--- src/rtl/ws2812_pkg.sv ---
// Shared types and default timing for the WS2812 receiver.
// Optional forwarding output is enabled with `WS2812_RX_FORWARD_EN.
package ws2812_pkg;

  typedef enum logic [1:0] {
    SYNC  = 2'd0,
    READY = 2'd1,
    HIGH  = 2'd2,
    LOW   = 2'd3
  } rx_state_e;

  localparam int BITS_PER_PIXEL    = 24;
  localparam int DEF_LED_COUNT     = 512;
  localparam int DEF_BIT_THRESHOLD = 12;
  localparam int DEF_RESET_CYCLES  = 1000;

endpackage

--- src/rtl/ws2812_rx_edge.sv ---
// Input synchronizer for the WS2812 line: 2-flop sync, registered level
// and registered rise/fall pulses aligned with that level.
module ws2812_rx_edge (
  input  logic clk,
  input  logic rst,
  input  logic data_i,
  output logic level_o,
  output logic rise_o,
  output logic fall_o
);

  logic sync1_q, sync1_d;
  logic sync2_q, sync2_d;
  logic level_q, level_d;
  logic rise_q, rise_d;
  logic fall_q, fall_d;

  always_comb begin
    sync1_d = data_i;
    sync2_d = sync1_q;
    level_d = sync2_q;
    rise_d  = sync2_q & ~level_q;
    fall_d  = ~sync2_q & level_q;
  end

  always_ff @(posedge clk) begin
    if (rst) begin
      sync1_q <= 1'b0;
      sync2_q <= 1'b0;
      level_q <= 1'b0;
      rise_q  <= 1'b0;
      fall_q  <= 1'b0;
    end else begin
      sync1_q <= sync1_d;
      sync2_q <= sync2_d;
      level_q <= level_d;
      rise_q  <= rise_d;
      fall_q  <= fall_d;
    end
  end

  assign level_o = level_q;
  assign rise_o  = rise_q;
  assign fall_o  = fall_q;

endmodule

--- src/rtl/ws2812_rx.sv ---
// WS2812 stream decoder producing per-pixel write strobes.
// `WS2812_RX_FORWARD_EN adds led_data_o forwarding of pixels beyond LED_COUNT.
//
// state | meaning
// SYNC  | waiting for a full reset gap; line activity ignored
// READY | gap seen, waiting for first rising edge of a frame
// HIGH  | inside the high phase of a bit
// LOW   | inside the low phase of a bit, or trailing gap
module ws2812_rx
  import ws2812_pkg::*;
#(
  parameter int LED_COUNT     = DEF_LED_COUNT,
  parameter int REVERSE       = 0,
  parameter int BIT_THRESHOLD = DEF_BIT_THRESHOLD,
  parameter int RESET_CYCLES  = DEF_RESET_CYCLES
) (
  input  logic       led_clk_i,
  input  logic       rst_i,
  input  logic       led_data_i,
  output logic [7:0] pixel_r_o,
  output logic [7:0] pixel_g_o,
  output logic [7:0] pixel_b_o,
  output logic [8:0] led_address_o,
  output logic       led_address_valid_o,
  output logic       frame_done_o,
  output logic       frame_error_o,
  output logic       led_data_o
);

  localparam int CW = $clog2(RESET_CYCLES + 1);
  localparam logic [CW-1:0] CNT_MAX   = CW'(RESET_CYCLES);
  localparam logic [CW-1:0] CNT_THR   = CW'(BIT_THRESHOLD);
  localparam logic [9:0]    PIX_LIMIT = 10'(LED_COUNT);
  localparam logic [8:0]    ADDR_LAST = 9'(LED_COUNT - 1);
  localparam logic [4:0]    BIT_LAST  = 5'(BITS_PER_PIXEL - 1);

  logic level, rise, fall;

  ws2812_rx_edge u_edge (
    .clk    (led_clk_i),
    .rst    (rst_i),
    .data_i (led_data_i),
    .level_o(level),
    .rise_o (rise),
    .fall_o (fall)
  );

  rx_state_e   state_q, state_d;
  logic [CW-1:0] cnt_q, cnt_d;
  logic [4:0]  bit_idx_q, bit_idx_d;
  logic [9:0]  pix_idx_q, pix_idx_d;
  logic [23:0] shift_q, shift_d;
  logic        pend_q, pend_d;
  logic        got_bit_q, got_bit_d;
  logic [7:0]  r_q, r_d, g_q, g_d, b_q, b_d;
  logic [8:0]  addr_q, addr_d;
  logic        valid_q, valid_d;
  logic        done_q, done_d;
  logic        err_q, err_d;
  logic        gap_end, stuck_high;

  always_comb begin
    state_d    = state_q;
    bit_idx_d  = bit_idx_q;
    pix_idx_d  = pix_idx_q;
    shift_d    = shift_q;
    got_bit_d  = got_bit_q;
    r_d        = r_q;
    g_d        = g_q;
    b_d        = b_q;
    addr_d     = addr_q;
    pend_d     = 1'b0;
    valid_d    = 1'b0;
    done_d     = 1'b0;
    err_d      = 1'b0;
    gap_end    = 1'b0;
    stuck_high = 1'b0;

    if (rise || fall)
      cnt_d = '0;
    else if (cnt_q == CNT_MAX)
      cnt_d = cnt_q;
    else
      cnt_d = cnt_q + 1'b1;

    // Pixel completed last cycle; shifter holds {G,R,B}.
    if (pend_q) begin
      g_d       = shift_q[23:16];
      r_d       = shift_q[15:8];
      b_d       = shift_q[7:0];
      addr_d    = (REVERSE != 0) ? (ADDR_LAST - pix_idx_q[8:0]) : pix_idx_q[8:0];
      valid_d   = 1'b1;
      pix_idx_d = pix_idx_q + 1'b1;
    end

    unique case (state_q)
      SYNC: begin
        if (!level && cnt_q == CNT_MAX) state_d = READY;
      end
      READY: begin
        if (rise) begin
          state_d   = HIGH;
          bit_idx_d = '0;
          pix_idx_d = '0;
          got_bit_d = 1'b0;
        end
      end
      HIGH: begin
        if (fall) begin
          shift_d   = {shift_q[22:0], (cnt_q >= CNT_THR)};
          got_bit_d = 1'b1;
          state_d   = LOW;
          if (bit_idx_q == BIT_LAST) begin
            bit_idx_d = '0;
            pend_d    = (pix_idx_q < PIX_LIMIT);
          end else begin
            bit_idx_d = bit_idx_q + 1'b1;
          end
        end else if (cnt_q == CNT_MAX) begin
          err_d      = 1'b1;
          stuck_high = 1'b1;
          state_d    = SYNC;
        end
      end
      LOW: begin
        if (rise) begin
          state_d = HIGH;
        end else if (cnt_q == CNT_MAX) begin
          state_d = READY;
          gap_end = 1'b1;
          done_d  = got_bit_q;
          err_d   = (bit_idx_q != '0);
        end
      end
      default: state_d = SYNC;
    endcase
  end

  always_ff @(posedge led_clk_i) begin
    if (rst_i) begin
      state_q   <= SYNC;
      cnt_q     <= '0;
      bit_idx_q <= '0;
      pix_idx_q <= '0;
      shift_q   <= '0;
      pend_q    <= 1'b0;
      got_bit_q <= 1'b0;
      r_q       <= '0;
      g_q       <= '0;
      b_q       <= '0;
      addr_q    <= '0;
      valid_q   <= 1'b0;
      done_q    <= 1'b0;
      err_q     <= 1'b0;
    end else begin
      state_q   <= state_d;
      cnt_q     <= cnt_d;
      bit_idx_q <= bit_idx_d;
      pix_idx_q <= pix_idx_d;
      shift_q   <= shift_d;
      pend_q    <= pend_d;
      got_bit_q <= got_bit_d;
      r_q       <= r_d;
      g_q       <= g_d;
      b_q       <= b_d;
      addr_q    <= addr_d;
      valid_q   <= valid_d;
      done_q    <= done_d;
      err_q     <= err_d;
    end
  end

  assign pixel_r_o           = r_q;
  assign pixel_g_o           = g_q;
  assign pixel_b_o           = b_q;
  assign led_address_o       = addr_q;
  assign led_address_valid_o = valid_q;
  assign frame_done_o        = done_q;
  assign frame_error_o       = err_q;

`ifdef WS2812_RX_FORWARD_EN
  logic gate_q, gate_d;
  logic fwd_q, fwd_d;

  // The gate opens right after a strobe, i.e. while the line is low.
  always_comb begin
    gate_d = gate_q;
    if (pend_q && (pix_idx_q + 1'b1) == PIX_LIMIT) gate_d = 1'b1;
    if (gap_end || stuck_high) gate_d = 1'b0;
    fwd_d = level & gate_q;
  end

  always_ff @(posedge led_clk_i) begin
    if (rst_i) begin
      gate_q <= 1'b0;
      fwd_q  <= 1'b0;
    end else begin
      gate_q <= gate_d;
      fwd_q  <= fwd_d;
    end
  end

  assign led_data_o = fwd_q;
`else
  assign led_data_o = 1'b0;
`endif

endmodule

--- config.mk ---
export PLATFORM = sky130hd
export DESIGN_NAME = ws2812_rx
export DESIGN_NICKNAME = d
export VERILOG_FILES = /design/src/rtl/ws2812_pkg.sv /design/src/rtl/ws2812_rx_edge.sv /design/src/rtl/ws2812_rx.sv
export SDC_FILE = /design/constraint.sdc
export NUM_CORES = 1
export LEC_CHECK = 0
export CAP_MARGIN = 40
export CORE_MARGIN = 1
export CORE_UTILIZATION = 50
export DETAILED_ROUTE_END_ITERATION = 6
export GPL_TIMING_DRIVEN = 0
export PLACE_DENSITY = 0.79
export RECOVER_POWER = 50
export REMOVE_ABC_BUFFERS = 1
export SYNTH_ARGS = -nofsm -noshare
export SYNTH_HDL_FRONTEND = slang
export SYNTH_SLANG_ARGS = --single-unit
--- constraint.sdc ---
create_clock -name led_clk_i -period 1.24 [get_ports led_clk_i]
set_input_delay 0.186 -clock led_clk_i [delete_from_list [all_inputs] [get_ports led_clk_i]]
set_output_delay 0.186 -clock led_clk_i [all_outputs]
set_load 0.1 [all_outputs]
-- After elaboration in Yosys (flattened, before gate mapping)
Index checks and enable logic that the tools add are counted.
- multiplexer cells: 23
- bitwise gates (word level): 9
- order comparisons: 2
- equality and inequality tests: 10
- add/sub/neg operators: 3
- reductions and logical operators: 12
- operator list (kind ; number):
    $mux W10 ; 3
    $add A10 B1 Y10 const B ; 2
    $mux W5 ; 3
    $mux W2 ; 6
    $eq A10 B10 Y1 const B ; 1
    $ge A10 B4 Y1 const B ; 1
    $lt A10 B10 Y1 const B ; 1
    $pmux W5 S2 ; 1
    $pmux W2 S4 ; 1
    $reduce_or A4 Y1 ; 2
    $mux W1 ; 7
    $not A1 Y1 ; 7
    $ne A3 B2 Y1 const B ; 2
    $add A5 B1 Y5 const B ; 1
    $eq A5 B5 Y1 const B ; 1
    $reduce_bool A5 Y1 ; 1
    $eq A2 B2 Y1 const B ; 2
    $ne A2 B1 Y1 const B ; 2
    $pmux W1 S2 ; 2
    $reduce_and A4 Y1 ; 1
    $reduce_and A3 Y1 ; 1
    $and A1 B1 Y1 ; 2
    $eq A2 B1 Y1 const B ; 1
    $logic_not A2 Y1 ; 1
    other kinds (7) ; 7
- input port bits: 3
- output and inout bits: 37
- bits in registers: 94
- logic and storage cells: 78

-- Longest topological paths before layout
- depth after elaboration: 4
- gate-level depth with buffers: 6
- depth with buffers taken out: 5

-- Cells and area by module
A second synthesis with hierarchy kept.
- cell total of the unflattened synthesis: 397
- area total of the unflattened synthesis: 3656.0 um^2
- modules (own cells, without submodules) (module ; cells each ; area each (um^2) ; sequential area each (um^2) ; instances):
    ws2812_rx ; 387 ; 3522.1 ; 1781.7 ; 1
    ws2812_rx_edge ; 10 ; 133.9 ; 100.1 ; 1

-- Least setup slack after synthesis
OpenSTA, ideal clock, no wires.
- kind: register -> register
- from: reg cnt_q[0]
- to: reg state_q[0]
- cell stages (with the launch flop): 6
- path slack: -0.017 ns
- path buffers: 0
- required time: 1.139 ns
- arrival time: 1.156 ns
- library setup time: 0.101 ns
- period minus slack after synthesis: 1.257 ns
- cells stage by stage: dfxtp_1 > inv_1 > ha_1 > and4b_2 > nand3_1 > o41ai_1
- longest elaborated chain between the ends: 4
- elaborated cells on any way between the ends: 6
- classes of those cells: eq/ne: 4; reduce/logical: 2
- ends and longest elaborated chain (item ; line ; text):
    start, declared ; ws2812_rx.sv:49 ; logic [CW-1:0] cnt_q, cnt_d;
    start signal, assigned ; ws2812_rx.sv:157 ; cnt_q <= cnt_d;
    $eq A10 B10 Y1 * ; ws2812_rx.sv:98, ws2812_rx.sv:119, ws2812_rx.sv:128 ;
    $logic_and A1 B1 Y1 ; ws2812_rx.sv:98 ; if (!level && cnt_q == CNT_MAX) state_d = READY;
    $ne A2 B2 Y1 (no line) ; n/a ;
    $reduce_and A4 Y1 (no line) * ; n/a ;
    end signal, assigned ; ws2812_rx.sv:156 ; state_q <= state_d;
    end, declared ; ws2812_rx.sv:48 ; rx_state_e state_q, state_d;
Mark *: on every way between the ends. The rest lies on a longest branch, timed or not.
A chain may end at the register's enable or synchronous reset.

==> reports/results.tsv <==
metric	value	unit
starting density of the core	52.68	%
DR iter-0 viols	362	
remaining antenna violation count	0	
clk_skew	18.66	ps
Hold Path Stages	2	
worst reg2reg setup slack	-260	ps
CP Data Arrival Time	1770	ps
Port Buffer Count	38	
Ports	40	
hold crit path type	input port to flop	
detailed-route via count	3660	
vias per cell	6.131	
cells after synthesis	395	
CTS Buf Count	9	
placed cell areas	0.004646	mm2
Max Buffers Root-to-Sink	2	
CTS Hold Buffers Added	0	
Ys Warns	0	
fin crit share	121.2	%
min Tclk post-route	1502	ps
Num Clock Sinks	94	
min-delay src	rst_i	
H-tree Lvls	3	
worst setup margin	-262.4	ps
HPWL Detailed	5.139	mm
Fin. Hold Viols	0	
clock transition at the registers of the reported paths	110	ps
Final Util	83.19	%
CP required	1510	ps
FF-to-FF End	pixel_g_o[1]	
CP Cell Sequence	buf_4 > buf_6 > mux2i_1 > nor2_1	
Compound-Gate Fraction of Synth Area	9.747	%
fin area	0.005777	mm2
clock latency on the worst-skew pair	400	ps
DIE AREA	0.007663	mm2
Mapped Area	0.003659	mm2
global-route wire length before repair	17.39	mm
mux share of post-synthesis cell area	10.16	%
Final Max Slew Viols	0	
worst-margin pin slew	752.1	ps
RePlAce Congestion	0.8110	
commonest register cell after synthesis	dfxtp_1	
Post-Synth Adder-Cell Area	1.710	%
library cells used by synthesis	45	
Die W	87.54	um
DRC Markers	0	
CP max stage delay	430	ps
Avg WL per Cell	23.01	um
Nets	504	
worst vdd ir	1008	uV
Crit Path Max Fanout	26	
core box area	0.006944	mm2
CP max-delay cell	dfxtp_1	
critical path type	flop to flop	
GRT overflow	0	
sequential area share after synthesis	51.44	%
Simple-Gate Fraction of Synth Area	20.90	%
largest family of logic cells by synthesized area	simple AND/OR/NAND/NOR gates	
Pre-antenna DRT Iters	5	
row count	30	
async set or reset register ratio after synthesis	0	%
syn_area_per_cell	9.262	um2
DIE HEIGHT	87.54	um
Leak	2.308	nW
final WL	13.74	mm
Max-Cap Viols	0	
gr usage total	30.25	%
worst hold endpoint	pixel_g_o[7]	
RSZ-0062 raised after global routing	yes	
Register-to-Register Path Depth	4	
largest net degree at the start of global routing	49	
Syn-to-layout area delta	57.90	%
P per Cell Area	933.4	mW/mm2
largest cells by area after synthesis	dfxtp_1 (51%), mux2i_1 (9.8%), nand2_1 (5.3%)	
Yosys reg bits	94	
worst r2r src	pend_q	
Synth Area in XOR/XNOR	1.436	%
Final setup viols	74	
failing checks	negative setup slack	
clk root buf	clkbuf_8	
Post-synth top cells	dfxtp_1 (94), nand2_1 (52), nor2_1 (42)	
startpoint types	flop	
antenna violations before repair	0	
vias in the first global route	3454	
EDFF count, synth	0	
most common cell in the netlist	dfxtp_1	
ant diodes	0	
max_slew headroom	49.86	%
CTS tree	yes	
Synth top area share	51.44	%
status	finished, violations left	
Synth area leader	dfxtp_1	
CP endpoint kind	flop	
achievable frequency	0.6656	GHz
share of cells above drive strength 1	51.50	%
## flip-flops by register name (all words and copies together), names as in the netlist, 2 cells and up
| name | flops |
|---|---|
| state_q | 2 |
| bit_idx_q | 5 |
| pixel_g_o | 8 |
| pixel_r_o | 8 |
| led_address_o | 9 |
| pix_idx_q | 10 |
| pixel_b_o | 8 |
| cnt_q | 10 |
| shift_q | 24 |
## per-stage QoR
stage | instances | total power (W) | worst slack [ps] | hold WS, ps | setup TNS [ps]
floorplan | 370 | 0.003170 | -1280 | 255.1 | -36690
global placement | 504 | 0.003226 | -2207 | 398.0 | -171260
detailed placement | 544 | 0.003233 | -860.6 | 400.8 | -16200
CTS | 582 | 0.005323 | -304.9 | 289.3 | -4707
global route | 597 | 0.005532 | -303.5 | 358.1 | -10930
finish | 597 | 0.005392 | -262.4 | 343.8 | -8476
## critical path, delay by kind of cell (launching register included)
family	cells	cell delay (ps)
buf+inv	2	500
flops	1	430
mux	1	360
simple gates	1	90
## cell type report
cell class | instances | area (um2)
Clock buffer | 9 | 123.9
Clock inverter | 7 | 80.08
Fill cell | 320 | 1167
Inverter | 12 | 50.05
Multi-Input combinational cell | 264 | 2127
Sequential cell | 94 | 1966
Tap cell | 96 | 120.1
Timing Repair Buffer | 115 | 1310
## what timing repair did
| item | 4_1_cts | 5_1_grt |
|---|---|---|
| gates cloned | 3 | 1 |
| gates resized for setup | 200 | 110 |
| buffers inserted | 38 | 20 |
| hold endpoints to repair | 0 | 0 |
| endpoints found under the setup margin | 113 | 55 |
| pin swaps | 27 | 48 |
## placed cells by master, fill, tap and decap left out, types with 10 or more instances in the layout
cell / count
buf_6: 21
inv_1: 10
nor2_1: 42
nand2_1: 25
dfxtp_2: 22
mux2i_1: 35
a21oi_2: 27
nand2_4: 20
buf_4: 44
dfxtp_4: 15
dfxtp_1: 57
buf_2: 16
buf_12: 26
## metal layers
metal  wire length, um  share of wire, %  GRT usage (%)  vias to the layer above
li1                  -                 -              -                     1574
met4               860               6.3          16.24                        0
met1              4852                35          32.66                     1806
met5                 0                 0              0                        -
met2              7254                53          54.69                      205
met3               770               5.6          7.257                       75
## kinds of logic after synthesis
family | count (synthesis)
adders and majority gates | 5
other | 1
and+or+nand+nor | 154
AOI/OAI and AO/OA | 61
buffers and inverters | 37
DFF | 94
xor gates and xnor gates | 6
muxes | 37
## worst max-delay path by stage
stage,startpoint,to,cells after the start
2_1_floorplan,pend_q,pix_idx_q[7],3
6_report,pend_q,pixel_g_o[1],4
3_5_place_dp,u_edge.fall_o,bit_idx_q[4],4
4_1_cts,state_q[0],bit_idx_q[4],4
5_1_grt,cnt_q[5],cnt_q[1],4
3_3_place_gp,rst_i,cnt_q[1],3
## power by group
| part | switching [W] | internal, W |
|---|---|---|
| logic | 0.000136 | 0.0000807 |
| clock network | 0.00119 | 0.000960 |
| registers | 0.0000236 | 0.00300 |
Note: power is estimated with default switching activity, not from simulation.
